### src/rtl/lcd_4bit_responder_pkg.sv
// rtl/lcd_4bit_responder_pkg.sv - shared constants and decode helpers for the HD44780-style responder
package lcd_4bit_responder_pkg;

    localparam int AC_W           = 7;
    localparam int BUSY_CNT_W     = 18;
    localparam int BUSY_SHORT_DEF = 4000;
    localparam int BUSY_LONG_DEF  = 152000;

    // Instruction opcodes are identified by a leading-ones prefix: mask selects the prefix bits.
    localparam logic [7:0] OP_CLEAR_MASK = 8'hFF, OP_CLEAR_VAL = 8'h01;
    localparam logic [7:0] OP_HOME_MASK  = 8'hFE, OP_HOME_VAL  = 8'h02;
    localparam logic [7:0] OP_ENTRY_MASK = 8'hFC, OP_ENTRY_VAL = 8'h04;
    localparam logic [7:0] OP_DISP_MASK  = 8'hF8, OP_DISP_VAL  = 8'h08;
    localparam logic [7:0] OP_SHIFT_MASK = 8'hF0, OP_SHIFT_VAL = 8'h10;
    localparam logic [7:0] OP_FUNC_MASK  = 8'hE0, OP_FUNC_VAL  = 8'h20;
    localparam logic [7:0] OP_CGRAM_MASK = 8'hC0, OP_CGRAM_VAL = 8'h40;
    localparam logic [7:0] OP_DDRAM_MASK = 8'h80, OP_DDRAM_VAL = 8'h80;

    function automatic logic op_match(input logic [7:0] b, input logic [7:0] mask,
                                      input logic [7:0] val);
        return (b & mask) == val;
    endfunction

    // Clear and home are the only slow instructions.
    function automatic logic is_long_cmd(input logic [7:0] b);
        return op_match(b, OP_CLEAR_MASK, OP_CLEAR_VAL) | op_match(b, OP_HOME_MASK, OP_HOME_VAL);
    endfunction

endpackage

### src/rtl/lcd_busy_timer.sv
// rtl/lcd_busy_timer.sv - loadable busy down-counter with busy flag
// Ports: clk, nrst (async active-low), load/load_val start a busy period, busy = counter nonzero.
module lcd_busy_timer
    import lcd_4bit_responder_pkg::*;
#(
    parameter int CNT_W = BUSY_CNT_W
) (
    input  logic             clk,
    input  logic             nrst,
    input  logic             load,
    input  logic [CNT_W-1:0] load_val,
    output logic             busy
);

    logic [CNT_W-1:0] count;

    always_ff @(posedge clk or negedge nrst) begin
        if (!nrst) begin
            count <= '0;
        end else if (load) begin
            count <= load_val;
        end else if (count != '0) begin
            count <= count - 1'b1;
        end
    end

    // The cycle the counter reaches zero already reports not-busy.
    assign busy = (count != '0);

endmodule

### src/rtl/lcd_4bit_responder.sv
// rtl/lcd_4bit_responder.sv - HD44780-style LCD controller model answering a 4/8-bit host bus
// Ports: clk/nrst; host RS, RW, E, DB_in; read-back DB_out/DB_oe; cmd/data event pulses;
//        busy, busy_viol, ddram_addr status; display mode flags.
module lcd_4bit_responder
    import lcd_4bit_responder_pkg::*;
#(
    parameter int BUSY_SHORT = BUSY_SHORT_DEF,
    parameter int BUSY_LONG  = BUSY_LONG_DEF
) (
    input  logic            clk,
    input  logic            nrst,
    input  logic            RS,
    input  logic            RW,
    input  logic            E,
    input  logic [3:0]      DB_in,
    output logic [3:0]      DB_out,
    output logic            DB_oe,
    output logic            cmd_valid,
    output logic [7:0]      cmd_byte,
    output logic            data_valid,
    output logic [7:0]      data_byte,
    output logic            busy,
    output logic            busy_viol,
    output logic [AC_W-1:0] ddram_addr,
    output logic            mode_4bit,
    output logic            two_line,
    output logic            disp_on,
    output logic            cursor_on,
    output logic            blink_on,
    output logic            inc_mode,
    output logic            shift_mode
);

    localparam logic [BUSY_CNT_W-1:0] SHORT_V = BUSY_CNT_W'(BUSY_SHORT);
    localparam logic [BUSY_CNT_W-1:0] LONG_V  = BUSY_CNT_W'(BUSY_LONG);

    logic [1:0] e_sync, rs_sync, rw_sync;
    logic [3:0] db_s1, db_s2;
    logic       e_d;
    logic       e_s, rs_s, rw_s;
    logic       strobe, wr_done, accept;
    logic       phase;      // 0 = upper nibble expected next
    logic [3:0] hi_nib;
    logic [7:0] byte_in;

    always_ff @(posedge clk or negedge nrst) begin
        if (!nrst) begin
            e_sync  <= '0;
            rs_sync <= '0;
            rw_sync <= '0;
            db_s1   <= '0;
            db_s2   <= '0;
            e_d     <= 1'b0;
        end else begin
            e_sync  <= {e_sync[0], E};
            rs_sync <= {rs_sync[0], RS};
            rw_sync <= {rw_sync[0], RW};
            db_s1   <= DB_in;
            db_s2   <= db_s1;
            e_d     <= e_sync[1];
        end
    end

    assign e_s    = e_sync[1];
    assign rs_s   = rs_sync[1];
    assign rw_s   = rw_sync[1];
    assign strobe = e_d & ~e_s;

    // A write completes a byte on every strobe in 8-bit mode, on the lower nibble in 4-bit mode.
    assign wr_done = strobe & ~rw_s & (~mode_4bit | phase);
    assign accept  = wr_done & ~busy;
    assign byte_in = mode_4bit ? {hi_nib, db_s2} : {db_s2, 4'h0};

    lcd_busy_timer #(.CNT_W(BUSY_CNT_W)) u_busy_timer (
        .clk      (clk),
        .nrst     (nrst),
        .load     (accept),
        .load_val ((!rs_s && is_long_cmd(byte_in)) ? LONG_V : SHORT_V),
        .busy     (busy)
    );

    always_ff @(posedge clk or negedge nrst) begin
        if (!nrst) begin
            phase      <= 1'b0;
            hi_nib     <= '0;
            cmd_valid  <= 1'b0;
            cmd_byte   <= '0;
            data_valid <= 1'b0;
            data_byte  <= '0;
            busy_viol  <= 1'b0;
            ddram_addr <= '0;
            mode_4bit  <= 1'b0;
            two_line   <= 1'b0;
            disp_on    <= 1'b0;
            cursor_on  <= 1'b0;
            blink_on   <= 1'b0;
            inc_mode   <= 1'b0;
            shift_mode <= 1'b0;
        end else begin
            cmd_valid  <= 1'b0;
            data_valid <= 1'b0;
            busy_viol  <= wr_done & busy;

            // Phase follows every 4-bit strobe, including reads and dropped writes.
            if (strobe && mode_4bit) begin
                phase <= ~phase;
                if (!rw_s && !phase) hi_nib <= db_s2;
            end

            if (accept) begin
                if (rs_s) begin
                    data_valid <= 1'b1;
                    data_byte  <= byte_in;
                    ddram_addr <= inc_mode ? ddram_addr + 7'd1 : ddram_addr - 7'd1;
                end else begin
                    cmd_valid <= 1'b1;
                    cmd_byte  <= byte_in;
                    if (op_match(byte_in, OP_CLEAR_MASK, OP_CLEAR_VAL)) begin
                        ddram_addr <= '0;
                        inc_mode   <= 1'b1;
                    end else if (op_match(byte_in, OP_HOME_MASK, OP_HOME_VAL)) begin
                        ddram_addr <= '0;
                    end else if (op_match(byte_in, OP_ENTRY_MASK, OP_ENTRY_VAL)) begin
                        inc_mode   <= byte_in[1];
                        shift_mode <= byte_in[0];
                    end else if (op_match(byte_in, OP_DISP_MASK, OP_DISP_VAL)) begin
                        disp_on   <= byte_in[2];
                        cursor_on <= byte_in[1];
                        blink_on  <= byte_in[0];
                    end else if (op_match(byte_in, OP_SHIFT_MASK, OP_SHIFT_VAL)) begin
                        // Display shifts (S=1) leave the address counter alone.
                        if (!byte_in[3])
                            ddram_addr <= byte_in[2] ? ddram_addr + 7'd1 : ddram_addr - 7'd1;
                    end else if (op_match(byte_in, OP_FUNC_MASK, OP_FUNC_VAL)) begin
                        phase <= 1'b0;
                        // The 8-bit "switch to 4-bit" write carries no valid N bit.
                        if (!mode_4bit && !byte_in[4]) begin
                            mode_4bit <= 1'b1;
                        end else begin
                            two_line  <= byte_in[3];
                            mode_4bit <= ~byte_in[4];
                        end
                    end else if (op_match(byte_in, OP_DDRAM_MASK, OP_DDRAM_VAL)) begin
                        ddram_addr <= byte_in[6:0];
                    end
                end
            end
        end
    end

    assign DB_oe = e_s & rw_s;

    always_comb begin
        DB_out = 4'h0;
        if (DB_oe && !rs_s)
            DB_out = phase ? ddram_addr[3:0] : {busy, ddram_addr[6:4]};
    end

endmodule

### config.mk
export PLATFORM = sky130hd
export DESIGN_NAME = lcd_4bit_responder
export DESIGN_NICKNAME = d
export VERILOG_FILES = /design/src/rtl/lcd_4bit_responder_pkg.sv /design/src/rtl/lcd_busy_timer.sv /design/src/rtl/lcd_4bit_responder.sv
export SDC_FILE = /design/constraint.sdc
export NUM_CORES = 1
export LEC_CHECK = 0
export ABC_AREA = 1
export CAP_MARGIN = 20
export CORE_MARGIN = 2
export CORE_UTILIZATION = 52
export CTS_BUF_LIST = sky130_fd_sc_hd__clkbuf_8
export CTS_CLUSTER_DIAMETER = 100
export CTS_CLUSTER_SIZE = 8
export DETAILED_ROUTE_END_ITERATION = 10
export PLACE_DENSITY = 0.76
export SLEW_MARGIN = 20
export SYNTH_ARGS = -nofsm -noshare
export SYNTH_HDL_FRONTEND = slang
export SYNTH_HIERARCHICAL = 1
export SYNTH_SLANG_ARGS = --single-unit
### constraint.sdc
create_clock -name clk -period 2.1 [get_ports clk]
set_input_delay 0.42 -clock clk [delete_from_list [all_inputs] [get_ports clk]]
set_output_delay 0.42 -clock clk [all_outputs]
set_load 0.02 [all_outputs]
Yosys cells after proc, flatten, opt, wreduce, memory -nomap -nowiden
Index checks and enable logic that the tools add are counted.
{"block": "totals", "reg_bits": 71, "output_inout_bits": 39, "inputBits": 9}
{"block": "classes", "eq_ne": 11, "bitwise_logic": 21, "n_reduce_logical": 23, "muxes": 34, "n_addsub": 3}
{"cell": "$mux W7", "count": 11}
{"cell": "$mux W18", "count": 3}
{"cell": "$reduce_bool A18 Y1", "count": 1}
{"cell": "$sub A18 B1 Y18 const B", "count": 1}
{"cell": "$mux W1", "count": 17}
{"cell": "$not A1 Y1", "count": 13}
{"cell": "$reduce_and A6 Y1", "count": 2}
{"cell": "$ne A5 B5 Y1 const B", "count": 2}
{"cell": "$reduce_and A9 Y1", "count": 1}
{"cell": "$eq A8 B1 Y1 const B", "count": 1}
{"cell": "$mux W4", "count": 2}
{"cell": "$mux W8", "count": 1}
{"cell": "$ne A4 B4 Y1 const B", "count": 2}
{"cell": "$reduce_and A8 Y1", "count": 1}
{"cell": "$add A7 B1 Y7 const B", "count": 1}
{"cell": "$eq A7 B1 Y1 const B", "count": 1}
{"cell": "$sub A7 B1 Y7 const B", "count": 1}
{"cell": "$and A1 B1 Y1", "count": 6}
{"cell": "$eq A6 B1 Y1 const B", "count": 1}
{"cell": "$reduce_and A2 Y1", "count": 3}
{"cell": "$eq A5 B1 Y1 const B", "count": 1}
{"cell": "$logic_and A1 B1 Y1", "count": 5}
{"cell": "$logic_not A1 Y1", "count": 5}
{"cell": "$reduce_and A5 Y1", "count": 1}
{"cell": "other kinds (7)", "count": 9}

Longest topological paths before layout
{"block": "depth", "depth_word": 12, "depth_mapped": 15, "mapped_depth_nobuf": 14}

Modules after synthesis
The synthesis kept the hierarchy.
{"mod": "lcd_4bit_responder", "cells_each": 343, "area_each_um2": 2697.6, "n_inst": 1}
{"mod": "lcd_busy_timer", "cells_each": 183, "area_each_um2": 1261.2, "n_inst": 1}

Worst setup path before layout
Ideal clock, no wire load.
{"block": "synth_timing", "path_kind": "flip-flop to output port", "startpoint": "register ddram_addr[2]", "endpoint": "output port DB_out[2]", "arrival_time_ps": 1914, "required_ps": 1680, "path_buffers": 1, "stages_incl_launch_ff": 4, "setup_slack_ps": -234, "path_cell_list": "dfrtp_1 -> clkbuf_1 -> inv_1 -> a2111oi_0"}
{"block": "synth_between", "elab_chain_cells": 2}
{"element": "start, declared", "line": "lcd_4bit_responder.sv:24", "text": "output logic [AC_W-1:0] ddram_addr,"}
{"element": "start signal, assigned", "line": "lcd_4bit_responder.sv:114", "text": "ddram_addr <= inc_mode ? ddram_addr + 7'd1 : ddram_addr - 7'd1;"}
{"element": "start signal, assigned", "line": "lcd_4bit_responder.sv:133", "text": "ddram_addr <= byte_in[2] ? ddram_addr + 7'd1 : ddram_addr - 7'd1;"}
{"element": "start signal, assigned", "line": "lcd_4bit_responder.sv:144", "text": "ddram_addr <= byte_in[6:0];"}
{"element": "$mux W4", "line": "lcd_4bit_responder.sv:156", "text": "DB_out = phase ? ddram_addr[3:0] : {busy, ddram_addr[6:4]};"}
{"element": "$mux W4", "line": "lcd_4bit_responder.sv:155", "text": "if (DB_oe && !rs_s)"}
{"element": "end, declared", "line": "lcd_4bit_responder.sv:16", "text": "output logic [3:0] DB_out,"}
Every way passes these cells.

Worst setup path in the final report
{"block": "layout_timing", "startpoint": "register u_busy_timer.count[0]", "endpoint": "output port DB_out[3]"}
{"block": "layout_between", "elab_chain_cells": 3}
{"element": "start, declared", "line": "lcd_busy_timer.sv:15", "text": "logic [CNT_W-1:0] count;"}
{"element": "start signal, assigned", "line": "lcd_busy_timer.sv:21", "text": "count <= load_val;"}
{"element": "start signal, assigned", "line": "lcd_busy_timer.sv:23", "text": "count <= count - 1'b1;"}
{"element": "$reduce_bool A18 Y1", "line": "lcd_busy_timer.sv:28", "text": "assign busy = (count != '0);"}
{"element": "$mux W4", "line": "lcd_4bit_responder.sv:156"}
{"element": "$mux W4", "line": "lcd_4bit_responder.sv:155"}
Every way passes these cells.

==> flow_metrics.py <==
metrics = {
    "outcome": {
        "status": "finished, violations left",
        "violations": "setup timing",
    },
    "grt": {
        "grt_max_degree": 60,
        "grt_pass1_vias": 3506,
        "grt_use_total_pct": 24.1,
        "grt_pass1_wl_um": 16100,
        "antenna_found_initial": 0,
        "grt_overflow": 0,
    },
    "floorplan": {
        "initial_core_util_pct": 54.0,
        "rows": 31,
        "die_area_mm2": 0.00833,
        "die_h_um": 91.3,
        "boundaryPins": 48,
        "core_area_mm2": 0.00733,
        "fp.dieW_um": 91.3,
    },
    "timing": {
        "timing.final.hold_violations": 0,
        "slew_headroom_pct": 61.2,
        "fin_skew_ns": 0.0165,
        "setup_violations": 3,
        "finalMaxSlewViolations": 0,
        "min_period_ns": 2.20,
        "tightestPinTransition_ns": 0.581,
        "fmax_mhz": 454,
        "rsz0062_at_grt": "yes",
        "fin_ws_ns": -0.105,
        "fin_crit_sh_pct": 105,
    },
    "synthesis": {
        "synth_common_cells": "nand2_1, dfrtp_1, inv_1, nand3_1, nor2_1",
        "synthFlopType": "dfrtp_1",
        "synth_area_mm2": 0.00396,
        "yosysWarnings": 6,
        "yosys-top-cells-area": "dfrtp_1, nand2_1, inv_1",
        "synth_edf_count": 0,
        "ys_types": 37,
        "syn_area_per_cell_um2": 7.53,
        "async_reset_ff_share_pct": 100,
        "synth_cells": 526,
        "synth.top_cell.area_share_pct": 44.9,
        "yosysMostFrequentCell": "nand2_1",
        "synth_top_area_cell": "dfrtp_1",
        "synth-seq-cells": 71,
        "synth_seq_area_share_pct": 44.9,
    },
    "setup_path": {
        "endpoint_kind": "output port",
        "cp_data_arrival_time_ns": 1.78,
        "worstPathRequired_ns": 1.68,
        "worstReg2RegStart": "u_busy_timer/count[0]",
        "path_class": "reg2out",
        "crit_fanout": 2,
        "critPathLaunchType": "flop",
        "cpLargestDelayFamily": "simple AND/OR/NAND/NOR gates",
        "crit_cells": 12,
        "path_cells": "inv_2 > ha_4 > nand2_4 > nor2_8 > nand3_2 > nor3_2 > inv_2 > inv_2 > o21ai_2 > nand2_1 > inv_1 > buf_6",
        "path_common_cell": "inv_2",
        "worst-path-buf-inv": 5,
        "reg2reg_setup_slack_ns": 0,
        "critPathMaxStageDelay_ns": 0.39,
        "reg2reg_depth": 15,
        "rr_endpoint": "u_busy_timer/count[17]",
        "cpMaxStageDelayCell": "dfrtp_1",
    },
    "detailed_routing": {
        "dr.pass1.iters": 5,
        "drt-met1-wl_um": 4220,
        "viasPerCell": 5.15,
        "highest-signal-layer": "met4",
        "vias": 3845,
        "drt_drc_violations_left": 0,
        "routed_wl_um": 10400,
        "avgRoutedWirePerCell_um": 13.9,
        "final_antenna_net_count": 0,
        "wl_met3_um": 436,
        "met2_length_um": 5500,
        "first_iter_violations": 261,
    },
    "clock_tree": {
        "cts_made_buffers": 9,
        "cts_max_path_buffers": 2,
        "clock_latency_ns": 0.36,
        "h-tree-depth": 3,
        "cts_root_buf": "clkbuf_8",
        "clkSinkCount": 71,
        "cts_tree": "built",
        "clk_pin_slew_ns": 0.09,
    },
    "worst_hold_path": {
        "hp-class": "reg2reg",
        "hold_start": "db_s1[3]",
        "holdPathStages": 0,
        "holdPathEnd": "db_s2[3]",
    },
    "power": {
        "power_density_mw_per_mm2": 476,
        "vdd_ir_drop_max_uv": 483,
        "power.total_mw": 2.60,
        "power_leakage_nw": 2.73,
    },
    "flow_run": {
        "cap_viol_max_count": 0,
    },
    "cells_and_area": {
        "final_util_pct": 74.6,
        "syn2layout_area_growth_pct": 38.1,
        "drive_gt1_share_pct": 24.7,
        "diodes": 0,
        "layout.nets": 655,
    },
    "placement": {
        "port_buffers": 47,
        "gp_routability_congestion": 0.965,
        "hpwl_um": 7200,
    },
}
through the flow:
step / setup TNS [ns] / instances / cell area [um^2] / worst slack (ns) / hold WS (ns)
after floorplan: 0 / 534 / 4020 / 0.00182 / 0.124
after global placement: -0.152 / 717 / 4920 / -0.131 / 0.334
after detailed placement: -0.231 / 717 / 4920 / -0.142 / 0.340
after CTS: -0.262 / 737 / 5140 / -0.177 / 0.358
after global routing: -3.50 / 747 / 5470 / -0.232 / 0.360
final: -0.183 / 747 / 5470 / -0.105 / 0.356
worst max path at each step:
stage / from / to / slack (ns)
after floorplan: u_busy_timer/count[0] / u_busy_timer/count[17] / 0.002
after global placement: u_busy_timer/count[0] / DB_out[3] / -0.13
after detailed placement: u_busy_timer/count[0] / DB_out[3] / -0.14
after CTS: u_busy_timer/count[0] / DB_out[3] / -0.18
after global routing: u_busy_timer/count[0] / DB_out[3] / -0.23
final: u_busy_timer/count[0] / DB_out[3] / -0.10
cell usage in the layout, fill, tap and decap left out, types with 3 or more instances in the layout:
master / netlist / layout
clkdlybuf4s50_1: 0 / 41
xor2_1: 8 / 8
a21oi_1: 20 / 16
clkbuf_8: 0 / 9
buf_6: 3 / 7
conb_1: 2 / 10
nor2_4: 3 / 4
nand2_1: 161 / 156
inv_8: 0 / 4
buf_12: 0 / 4
o21ai_2: 1 / 5
inv_4: 1 / 3
o21ai_1: 5 / 14
a21oi_2: 2 / 6
nor2_1: 43 / 42
nand2_4: 3 / 4
inv_1: 58 / 49
dfrtp_1: 71 / 70
nand2_2: 4 / 7
nand3_1: 43 / 36
inv_6: 0 / 5
nor3_2: 3 / 4
nand4_1: 7 / 7
nand3_2: 5 / 11
inv_2: 1 / 6
nor2_2: 10 / 10
buf_4: 3 / 54
o21ai_0: 41 / 28
routing by layer:
layer / vias up / GRT usage [%]
met3: 28 / 3.73
met1: 1824 / 30.6
met5: - / 0
met2: 98 / 42.4
met4: 0 / 6.94
li1: 1895 / -
kinds of logic (layout without fill, tap and decap cells):
logic type,after synthesis,after routing,synth area share (%)
xor gates and xnor gates,9,9,1.99
and+or+nand+nor,290,290,33.7
other,2,10,0.190
buffers and inverters,78,192,8.53
AOI/OAI and AO/OA,73,73,9.77
adders and majority gates,3,3,0.948
DFF,71,71,44.9
sequential cells by signal, indices dropped and copies added, names as in the netlist, 2 cells and up:
register,flops
db_s2,4
rw_sync,2
u_busy_timer/count,18
hi_nib,4
e_sync,2
rs_sync,2
cmd_byte,8
ddram_addr,7
data_byte,8
db_s1,4
repair_timing:
action	in CTS	in global routing
resized for setup	19	71
setup buffers	3	8
setup endpoints to repair	15	52
endpoints found under the hold margin	12	0
hold buffers	1	0
gates cloned	0	2
pin swaps	3	12
report_power, final:
group | switching, mW | internal [mW] | leakage (nW) | total [mW]
logic | 0.0830 | 0.0427 | 1.71 | 0.126
registers | 0.00978 | 1.38 | 0.918 | 1.39
clock network | 0.615 | 0.468 | 0.101 | 1.08
layout make-up:
type	instances	area, um^2
multi-input combinational	385	2030
fill	517	1860
sequential	71	1780
timing repair buffer	114	1080
inverter	62	263
clock buffer	9	124
tap	99	124
clock inverter	7	68.8
Note: power is estimated with default switching activity, not from simulation.
